File: config.mk
export PLATFORM = sky130hd
export DESIGN_NAME = cmd_cfg_ext
export DESIGN_NICKNAME = d
export VERILOG_FILES = /design/src/rtl/cmd_cfg_ext.sv
export SDC_FILE = /design/constraint.sdc
export NUM_CORES = 1
export LEC_CHECK = 0
export CORE_MARGIN = 3
export CORE_UTILIZATION = 46
export DETAILED_ROUTE_END_ITERATION = 10
export GPL_ROUTABILITY_DRIVEN = 0
export PLACE_DENSITY = 0.79
export SYNTH_ARGS = -nofsm -noshare
export SYNTH_HDL_FRONTEND = slang
export SYNTH_SLANG_ARGS = --single-unit
export TNS_END_PERCENT = 30
File: constraint.sdc
create_clock -name clk -period 3.08 [get_ports clk]
set_clock_uncertainty 0.2 [all_clocks]
set_input_delay 0.462 -clock clk [delete_from_list [all_inputs] [get_ports clk]]
set_output_delay 0.462 -clock clk [all_outputs]
set_load 0.01 [all_outputs]
File: src/rtl/cmd_cfg_ext.sv
// Command decoder for the flight controller: setpoints, battery read, calibration and landing.
// Build with CMD_WDOG_EN defined to add the command watchdog that forces a landing.
module cmd_cfg_ext #(
  parameter int unsigned THRST_W   = 9,
  parameter int unsigned CAL_TMR_W = 9,
  parameter int unsigned WDOG_W    = 10,
  parameter int unsigned RAMP_STEP = 4
) (
  input  logic               clk,
  input  logic               rst_n,
  input  logic               cmd_rdy,
  input  logic [7:0]         cmd,
  input  logic [15:0]        data,
  input  logic [7:0]         batt,
  input  logic               cnv_cmplt,
  input  logic               cal_done,
  output logic               clr_cmd_rdy,
  output logic [7:0]         resp,
  output logic               send_resp,
  output logic [15:0]        d_ptch,
  output logic [15:0]        d_roll,
  output logic [15:0]        d_yaw,
  output logic [THRST_W-1:0] thrst,
  output logic               strt_cal,
  output logic               inertial_cal,
  output logic               motors_off,
  output logic               strt_cnv,
  output logic               wdog_trip
);

  localparam logic [7:0]         RespAck  = 8'hA5;
  localparam logic [7:0]         RespErr  = 8'hEE;
  localparam int unsigned        ThrstMax = (1 << THRST_W) - 1;
  localparam logic [THRST_W-1:0] Step     = THRST_W'(RAMP_STEP);

  if (THRST_W < 8 || THRST_W > 12 || CAL_TMR_W < 2 || WDOG_W < 2 || RAMP_STEP == 0)
  begin : g_param_chk
    $error("cmd_cfg_ext: parameter out of range");
  end

  typedef enum logic [2:0] {StIdle, StAck, StBatt, StCal1, StCal2, StLand} state_e;

  state_e               state_q, state_d;
  logic [15:0]          ptch_d, roll_d, yaw_d;
  logic [THRST_W-1:0]   thrst_d;
  logic                 moff_d;
  logic                 ack_err_q, ack_err_d;
  logic                 land_cmd_q, land_cmd_d;
  logic [CAL_TMR_W-1:0] cal_cnt_q, cal_cnt_d;
  logic                 consume;
`ifdef CMD_WDOG_EN
  logic [WDOG_W-1:0]    wdog_cnt_q, wdog_cnt_d;
  logic                 wdog_trip_q, wdog_trip_d;
`endif

  assign consume = (state_q == StIdle) && cmd_rdy;

  always_comb begin
    state_d      = state_q;
    ptch_d       = d_ptch;
    roll_d       = d_roll;
    yaw_d        = d_yaw;
    thrst_d      = thrst;
    moff_d       = motors_off;
    ack_err_d    = ack_err_q;
    land_cmd_d   = land_cmd_q;
    cal_cnt_d    = cal_cnt_q;
    clr_cmd_rdy  = 1'b0;
    resp         = 8'h00;
    send_resp    = 1'b0;
    strt_cal     = 1'b0;
    inertial_cal = 1'b0;
    strt_cnv     = 1'b0;
`ifdef CMD_WDOG_EN
    wdog_cnt_d   = wdog_cnt_q;
    wdog_trip_d  = wdog_trip_q;
`endif
    unique case (state_q)
      StIdle: begin
        if (consume) begin
          clr_cmd_rdy = 1'b1;
          ack_err_d   = 1'b0;
          state_d     = StAck;
          case (cmd)
            8'h01: begin
              strt_cnv = 1'b1;
              state_d  = StBatt;
            end
            8'h02: ptch_d = data;
            8'h03: roll_d = data;
            8'h04: yaw_d  = data;
            8'h05: thrst_d = (32'(data) > ThrstMax) ? THRST_W'(ThrstMax) : data[THRST_W-1:0];
            8'h06: begin
              moff_d    = 1'b0;
              cal_cnt_d = '0;
              state_d   = StCal1;
            end
            8'h07: moff_d = 1'b1;
            8'h08: begin
              ptch_d     = 16'h0000;
              roll_d     = 16'h0000;
              yaw_d      = 16'h0000;
              land_cmd_d = 1'b1;
              state_d    = StLand;
            end
            default: ack_err_d = 1'b1;
          endcase
        end
      end
      StAck: begin
        send_resp = 1'b1;
        resp      = ack_err_q ? RespErr : RespAck;
        state_d   = StIdle;
      end
      StBatt: begin
        if (cnv_cmplt) begin
          send_resp = 1'b1;
          resp      = batt;
          state_d   = StIdle;
        end
      end
      StCal1: begin
        inertial_cal = 1'b1;
        if (&cal_cnt_q) begin
          strt_cal = 1'b1;
          state_d  = StCal2;
        end else begin
          cal_cnt_d = cal_cnt_q + 1'b1;
        end
      end
      StCal2: begin
        inertial_cal = 1'b1;
        if (cal_done) begin
          send_resp = 1'b1;
          resp      = RespAck;
          state_d   = StIdle;
        end
      end
      StLand: begin
        if (thrst == '0) begin
          send_resp = land_cmd_q;
          resp      = land_cmd_q ? RespAck : 8'h00;
          state_d   = StIdle;
        end else begin
          thrst_d = (thrst > Step) ? thrst - Step : '0;
        end
      end
      default: state_d = StIdle;
    endcase
`ifdef CMD_WDOG_EN
    if (consume) begin
      wdog_cnt_d  = '0;
      wdog_trip_d = 1'b0;
    end else if (state_q == StIdle && !motors_off) begin
      if (&wdog_cnt_q) begin
        // Silent landing: no response, counter restarts so IDLE does not re-trip at once
        ptch_d      = 16'h0000;
        roll_d      = 16'h0000;
        yaw_d       = 16'h0000;
        wdog_trip_d = 1'b1;
        land_cmd_d  = 1'b0;
        wdog_cnt_d  = '0;
        state_d     = StLand;
      end else begin
        wdog_cnt_d = wdog_cnt_q + 1'b1;
      end
    end
`endif
    // A reset cycle must never leak a strobe from the state being aborted
    if (!rst_n) begin
      clr_cmd_rdy  = 1'b0;
      resp         = 8'h00;
      send_resp    = 1'b0;
      strt_cal     = 1'b0;
      inertial_cal = 1'b0;
      strt_cnv     = 1'b0;
    end
  end

  always_ff @(posedge clk) begin
    if (!rst_n) begin
      state_q    <= StIdle;
      d_ptch     <= 16'h0000;
      d_roll     <= 16'h0000;
      d_yaw      <= 16'h0000;
      thrst      <= '0;
      motors_off <= 1'b1;
      ack_err_q  <= 1'b0;
      land_cmd_q <= 1'b0;
      cal_cnt_q  <= '0;
    end else begin
      state_q    <= state_d;
      d_ptch     <= ptch_d;
      d_roll     <= roll_d;
      d_yaw      <= yaw_d;
      thrst      <= thrst_d;
      motors_off <= moff_d;
      ack_err_q  <= ack_err_d;
      land_cmd_q <= land_cmd_d;
      cal_cnt_q  <= cal_cnt_d;
    end
  end

`ifdef CMD_WDOG_EN
  always_ff @(posedge clk) begin
    if (!rst_n) begin
      wdog_cnt_q  <= '0;
      wdog_trip_q <= 1'b0;
    end else begin
      wdog_cnt_q  <= wdog_cnt_d;
      wdog_trip_q <= wdog_trip_d;
    end
  end

  assign wdog_trip = wdog_trip_q;
`else
  assign wdog_trip = 1'b0;
`endif

endmodule

==> metrics list, run 1 <==
- Hold Vio Cnt, Final: 0
* Placement Rows: 30
* CP Data Required Time: 2420 ps
* Async set or reset register ratio after synthesis: 0
- Entering global routing, the biggest net connects 53 pins.
* Number of primary I/O pins: 109
* Clock buffer depth: 2
* Relative max-transition margin: 0.544
- Minimum clock period after layout: 2980 ps
- Post-DP HPWL: 7.41 mm
* Post-synthesis register bit count: just over 70
- At the pin with the least slew margin, the transition time is approximately 680 ps.
- Path class of the lowest-slack min-delay path: reg2reg
- Most common cell after layout, fill and taps aside: sky130_fd_sc_hd__clkdlybuf4s50_1
* MaxCap Viol Count: 0
- XOR/XNOR Fraction of Synth Area: 0.0205
* Vias in the first global route: ~3,300
* Main flop type after synthesis: sky130_fd_sc_hd__dfxtp_1
- The number of antenna diodes in the final layout is 0.
- The critical path is of the in2out type.
- Of the cells placed in the final design, the portion with a size suffix greater than 1 is 0.0971.
- The first global-routing pass estimated roughly 17 mm of wire.
- From synthesis to final layout, the design area changed by 42.7%.
* Syn nets: 438
- Synthesized-area fraction occupied by ao, oa, aoi and oai cells: 0.243
- Count of cell types in the netlist: between 50 and 60
- Storage cell area: approximately 0.0014 sq mm
- Final period utilization: 0.966
- Tot Pwr: between 1.5 and 2 mW
- Largest fanout of any net on the critical path: 2
- Num CTS Buffers: 9
- Of the post-synthesis cell area, the part taken by muxes is 0.0150.
* Clock transition at path regs: approximately 80 ps
* Leakage power summed over all cells: 1.75 nW
- After detailed routing, the number of vias per cell comes to ~5.6.
- Fill cells in the final layout number a little under 600.
* Tot GR Track Use: 0.243
* Max-slew violation count: 0
- The detailed router finished its first iteration with about 160 violations.
* Total number of clock tree sinks: 72
* Sum of overflow across all layers after global routing: 0
- F_max: 336 MHz
- A synthesized cell averages 8.64 sq um.
* Clock latency of the later-clocked register in the worst-skew pair: between 300 and 400 ps
- In this run the post-CTS setup repair buffer count came out at 0.
- Area share of and/or/nand/nor cells after synthesis: 0.239
- Unrepaired setup endpoints after global routing: true
* Power per cell area: a little under 400 mW/mm^2
- Outcome: finished, final reports clean
* TritonCTS clock tree: yes
- Of the total synthesized cell area, the portion taken by full adders, half adders and majority gates is 0.0183.
- Antenna violations before repair: 0
* Peak ir drop on the vdd network: between 0.0003 and 0.0004 V
* Setup violation total in the final timing report: 0
* Synthesized cell area: 0.00342 sq mm
* Chip height: between 90 and 100 um
- The die covers approximately 0.0085 sq mm.
- The worst setup path is captured at an output pin.
* Routed length per placed instance: between 15 and 20 um
- Horizontal die dimension: about 92 um
* Setup crit start kind: input port
- The H-tree was split into 3 levels.
- Hold repair after CTS inserted 0 buffers.
- The library cells used most frequently in the layout, excluding fill and tap cells, are sky130_fd_sc_hd__clkdlybuf4s50_1, sky130_fd_sc_hd__dfxtp_1, sky130_fd_sc_hd__nand2_1.
* Layout Nets: around 550
* Total negative slack: 0 ps
- Number of buffers added on ports: 107
- Initial Utilization: 0.488
- Summing over every cut layer, the via total after detailed routing is 3,424.
* Post-synthesis sequential area ratio: 0.421
* DRC violation count after routing: 0
- Number of optimization iterations in the first detailed-route pass: 5
- Counting flops with a built-in enable in the synthesized netlist gives 0.
* Core area: between 0.007 and 0.008 sq mm
- Area taken by multi-input logic gates: 0.00184 sq mm
- Final routed wirelength across all metal layers: 10.2 mm
- The tree is rooted in a sky130_fd_sc_hd__clkbuf_8.
* Crit path arrival time: between 2000 and 2500 ps
- Number of warnings issued by yosys: 0
- Synthesis handed over a netlist of 396 instances.
- By area, the combinational part of the netlist is dominated by compound AO/OA/AOI/OAI gates.
- Remaining antenna violation count: 0
==> Yosys cell counts (3+ instances only) <==
master / n / share of area
sky130_fd_sc_hd__dfxtp_1: 72 / 0.42
sky130_fd_sc_hd__nand2_1: 36 / 0.039
sky130_fd_sc_hd__nand3_1: 24 / 0.035
sky130_fd_sc_hd__nor2_1: 24 / 0.026
sky130_fd_sc_hd__a21boi_0: 22 / 0.048
sky130_fd_sc_hd__nor2b_1: 19 / 0.035
sky130_fd_sc_hd__clkbuf_1: 18 / 0.020
sky130_fd_sc_hd__a22oi_1: 17 / 0.037
sky130_fd_sc_hd__a21oi_1: 16 / 0.023
sky130_fd_sc_hd__a22o_1: 16 / 0.041
sky130_fd_sc_hd__o21ai_0: 12 / 0.018
sky130_fd_sc_hd__nor3_1: 11 / 0.016
sky130_fd_sc_hd__inv_1: 10 / 0.011
sky130_fd_sc_hd__o211ai_1: 8 / 0.018
sky130_fd_sc_hd__nand2b_1: 6 / 0.011
sky130_fd_sc_hd__a31oi_1: 5 / 0.0091
sky130_fd_sc_hd__ha_1: 5 / 0.018
sky130_fd_sc_hd__or3_1: 5 / 0.0091
sky130_fd_sc_hd__xor2_1: 5 / 0.013
sky130_fd_sc_hd__buf_2: 4 / 0.0058
sky130_fd_sc_hd__mux2i_1: 4 / 0.012
sky130_fd_sc_hd__nor4_1: 4 / 0.0073
sky130_fd_sc_hd__o21a_1: 4 / 0.0088
sky130_fd_sc_hd__a211oi_1: 3 / 0.0066
sky130_fd_sc_hd__and3_1: 3 / 0.0055
sky130_fd_sc_hd__o22ai_1: 3 / 0.0055
sky130_fd_sc_hd__or2_2: 3 / 0.0055
sky130_fd_sc_hd__or4_1: 3 / 0.0066
sky130_fd_sc_hd__xnor2_1: 3 / 0.0077
==> logic make-up after synthesis <==
group,after synthesis
AO/OA/AOI/OAI,117
XOR/XNOR,8
adder cells (fa/ha/maj),5
buffers and inverters,34
flip-flops,72
multiplexers,5
other,1
AND/OR/NAND/NOR,154
==> sequential cells by signal, summed over array words and instances, names as in the netlist, 3 cells and up <==
name	count
d_roll	16
thrst	9
cal_cnt_q	9
d_yaw	16
state_q	3
d_ptch	16
==> critical path: stages <==
cell                              delay (ps)
sky130_fd_sc_hd__clkdlybuf4s50_1         420
sky130_fd_sc_hd__or4_1                   540
sky130_fd_sc_hd__or4_1                   510
sky130_fd_sc_hd__nor2_1                  130
sky130_fd_sc_hd__clkdlybuf4s15_1         260
==> routing by layer <==
layer	wire length [um]	global-route usage
met1	4440	0.318
met4	165	0.0804
met5	0	0
met3	571	0.0468
met2	5030	0.402
==> power breakdown <==
part	switching, mW	total, mW	internal (mW)
combinational	0.0821	0.165	0.0834
clock	0.375	0.836	0.461
sequential	0.00705	0.941	0.934
total	0.465	1.94	1.48
==> stage by stage <==
step	utilization	hold WS, ps	setup WS (ps)	std cells	area (sq um)
3_3_place_gp	0.664	249	-128	595	4660
5_1_grt	0.696	292	-10.6	611	4890
3_5_place_dp	0.664	260	-207	595	4660
6_report	0.696	266	104	611	4890
4_1_cts	0.695	272	23.4	611	4880
2_1_floorplan	-	245	416	396	3420
==> final cells by class <==
cell class,count,area share
clock buffer,10,0.0261
clock inverter,6,0.0190
timing repair buffer,127,0.249
multi-input combinational,290,0.377
tap,96,0.0246
sequential,72,0.296
inverter,10,0.00768
==> worst paths after layout <==
check,start,endpoint,slack (ps),depth (start not counted)
worst max-delay path,cmd[5],strt_cnv,100,5
worst min-delay path,d_roll[13],d_roll[13],270,2
worst max register to register,state_q[2],d_ptch[8],510,6
worst min register to register,d_roll[13],d_roll[13],270,2
==> timing repair <==
item | in CTS | in global routing
gates resized for setup | 8 | 4
setup endpoints to repair | 6 | 6
endpoints found under the hold margin | 0 | 0
Power figures use the tool's default switching activity.
==> run 2, diff against run 1 <==
--- a/config.mk
+++ b/config.mk
@@ -10,6 +10,7 @@
 export DETAILED_ROUTE_END_ITERATION = 10
 export GPL_ROUTABILITY_DRIVEN = 0
 export PLACE_DENSITY = 0.79
+export SLEW_MARGIN = 20
 export SYNTH_ARGS = -nofsm -noshare
 export SYNTH_HDL_FRONTEND = slang
 export SYNTH_SLANG_ARGS = --single-unit
==> results of run 2 <==
Final layout, timing and power as in run 1 (identical DEF).
==> run 3, diff against run 2 <==
==> constraint.sdc (replaced) <==
create_clock -name clk -period 3 [get_ports clk]
set_clock_uncertainty 0.2 [all_clocks]
set_input_delay 0.45 -clock clk [delete_from_list [all_inputs] [get_ports clk]]
set_output_delay 0.45 -clock clk [all_outputs]
set_load 0.01 [all_outputs]
==> run 3 against run 2 <==
Worst hold slack better by 4.1 ps. Highest routed layer unchanged. Count of clock-buffer cells in the layout is 1 lower. Register-to-register slack worse by 30 ps. Die area is the same. Non-clock buffer count is 5 higher. Power is 6.4% lower. Sequential power is 2.7% higher. First-iteration DRC count rose by 18%. Critical path type is now reg2out. Critical path depth is 1 higher. Clock power shrank 19%.
==> metrics list, run 3 (same netlist as run 1, synthesis figures left out) <==
* Largest fanout of any net on the critical path: 4 (+2)
* Finished Cell Area: 0.00487 sq mm (-0.31%)
* Chip height: 92.3 um (unchanged)
* Most frequent cells in the layout: sky130_fd_sc_hd__clkdlybuf4s50_1, sky130_fd_sc_hd__dfxtp_1, sky130_fd_sc_hd__nand2_1
- The wire length on met1 was 4.45 mm (+0.14%).
- Via total after detailed routing: 3,455 (+0.91%)
- The iteration count of the initial detailed-routing pass is 4 (-1).
- Capturing element type of the critical path: output pin
- Met3 WL: 482 um (-16%)
- The overall global routing resource usage was 0.243 (-0.000382).
- Worst-Margin Slew: 642 ps (-42.6 ps)
- The flow ran to the end, and the final reports show no timing, DRC or antenna violations.
- Final period utilization: 0.951
- Leakage power summed over all cells: 1.75 nW (about the same)
- The cell-internal power was 1.35 mW (-9.0%).
* Share of total power in sequential cells: 0.531 (+0.046)
- The number of antenna-violating nets in the routed design came to 0 (unchanged).
- The site row count was 30 (unchanged).
- The relative slew slack was 0.572 (+0.0284).
* Root Buffer: sky130_fd_sc_hd__clkbuf_8
- Post-Route Utilization: 0.694 (-0.00214)
* Max-slew violation count: 0 (unchanged)
- The multi-input combinational cell area came to 0.00185 sq mm (about the same).
- The violation count after the first detailed-routing iteration was 187 (+18%).
- WS Path Type: reg2out
- Relative contribution of combinational cells to total power: 0.096 (+0.011)
- Final routed wirelength across all metal layers: 10.1 mm (-1.0%)
* Net switching fraction of the power: 0.260 (+0.0211)
* Number of levels in the clock H-tree: 3 (unchanged)
- The total length of routed met2 wires was 5.07 mm (+0.70%).
- The die area is 0.00851 sq mm (unchanged).
- The switching power total came to 0.473 mW (+1.9%).
* Highest routed layer: met4
- Area delta synth->final: 42.3%
- R2r setup slk: 480 ps (-30 ps)
* F_max: 350 MHz
- Clock latency of the later-clocked register in the worst-skew pair: 340 ps (about the same)
- Cell Area, Placed: 0.00469 sq mm (+0.64%)
- Total number of clock tree sinks: 72 (unchanged)
* Clock buffer depth: 2 (unchanged)
- Clock network power share: 0.373 (-0.057)
- The die width came to 92.3 um (unchanged).
* Crit path arrival time: 2200 ps (-110 ps)
- The worst setup margin was 147 ps (+43.2 ps).
- The maximum number of pins on one net before global-route repair came to 53 (unchanged).
* Fillcell total: 573 (-1.7%)
- Hold Vio Cnt, Final: 0 (unchanged)
- DRC violation count after routing: 0 (unchanged)
- The combined flip-flop and latch cell area came to 0.00144 sq mm (about the same).
- The detailed-placement wirelength estimate was 7.50 mm (+1.2%).
- The number of port buffers was 107 (unchanged).
* CP Data Required Time: 2350 ps (-70 ps)
* Layout Nets: 557 (+0.91%)
- The via count of the first global-routing pass is 3,358 (+3.2%).
- Most common cell after layout, fill and taps aside: sky130_fd_sc_hd__clkdlybuf4s50_1
* Minimum clock period after layout: between 2000 and 3000 ps
- Power per cell area: 373 mW/mm^2 (-6.1%)
* Path class of the lowest-slack min-delay path: reg2reg
* Top Registers: d_ptch: 16 flops, d_roll: 16 flops, d_yaw: 16 flops
- The area of the core region is 0.00702 sq mm (unchanged).
* Peak ir drop on the vdd network: 0.000280 V (-13%)
* Setup violation total in the final timing report: 0 (unchanged)
- Num CTS Buffers: 9 (unchanged)
- Routed length per placed instance: 16.4 um (-1.9%)
- Setup crit start kind: register
* Worst-case setup slack after placement: -241 ps (-34.1 ps)
- The post-CTS clock slew at the launch and capture registers of the worst setup and hold paths came to 80 ps (about the same).
- Antenna violations before repair: 0 (unchanged)
- Sum of overflow across all layers after global routing: 0 (unchanged)
- MaxCap Viol Count: 0 (unchanged)
* Antenna diode instance count: 0 (unchanged)
- The number of top-level pins is 109 (unchanged).
- The number of vias per cell after detailed routing is 5.61 (about the same).
* Initial Utilization: 0.488 (unchanged)
- The share of post-route cells with drive strength above 1 was 0.108 (+0.0106).
* First-pass GRT wire length: 16.7 mm (about the same)
* TritonCTS clock tree: yes
==> run 3: changes by cell type in the layout (fill, tap and decap cells not counted), sizes merged <==
cell           change
buf                +5
clkdlybuf4s15      -1
bufinv             -2
clkinv             +2
inv                -1
clkinvlp           +2
==> run 3: worst max-delay path: stages (launching register included) <==
cell and delay, ps:
sky130_fd_sc_hd__dfxtp_1 310, sky130_fd_sc_hd__or4_1 580, sky130_fd_sc_hd__nor2_2 160, sky130_fd_sc_hd__and3_1 190, sky130_fd_sc_hd__a31oi_1 140, sky130_fd_sc_hd__a21oi_1 180
sky130_fd_sc_hd__dlygate4sd2_1 300
==> run 3: final timing paths <==
path / cells past startpoint / end / from
worst min-delay path: 2 / d_roll[11] / d_roll[11]
worst max register to register: 6 / d_ptch[5] / state_q[2]
worst max-delay path: 6 / resp[5] / thrst[4]
worst min register to register: 2 / d_roll[11] / d_roll[11]
==> run 3: what timing repair did <==
item / in CTS / in global routing
cloned: 0 / 0
pin swaps: 0 / 1
setup endpoints to repair: 6 / 7
setup buffers: 0 / 1
hold buffers: 0 / 0
gates resized for setup: 6 / 6
==> run 3: per-stage QoR <==
step	hold WS (ps)	cells	TNS (ps)	power, mW
final	270	616	0	1.82
after CTS	271	615	-134	1.82
after detailed placement	260	599	-2520	1.16
after global routing	299	616	-0.0597	1.87
after floorplan	245	396	0	1.06
after global placement	250	599	-1330	1.16
==> run 3: layout make-up <==
cell class / instances / area share
clock inverter: 7 / 0.0100
timing repair buffer: 132 / 0.257
inverter: 10 / 0.00771
clock buffer: 9 / 0.0254
sequential: 72 / 0.296
tap: 96 / 0.0247
multi-input combinational: 290 / 0.379
==> run 3: power groups by stage <==
| stage | Sequential [mW] | Clock [mW] | Combinational, mW |
|---|---|---|---|
| global route | 0.967 | 0.721 | 0.186 |
| global placement | 0.988 | 0 | 0.169 |
| floorplan | 0.984 | 0 | 0.0739 |
| CTS | 0.966 | 0.686 | 0.171 |
| finish | 0.966 | 0.678 | 0.174 |
| detailed placement | 0.988 | 0 | 0.171 |
==> run 3: routing by layer <==
metal	up-vias	track usage
li1	1685	-
met1	1665	0.306
met2	97	0.422
met3	8	0.0517
met4	0	0.0569
met5	-	0
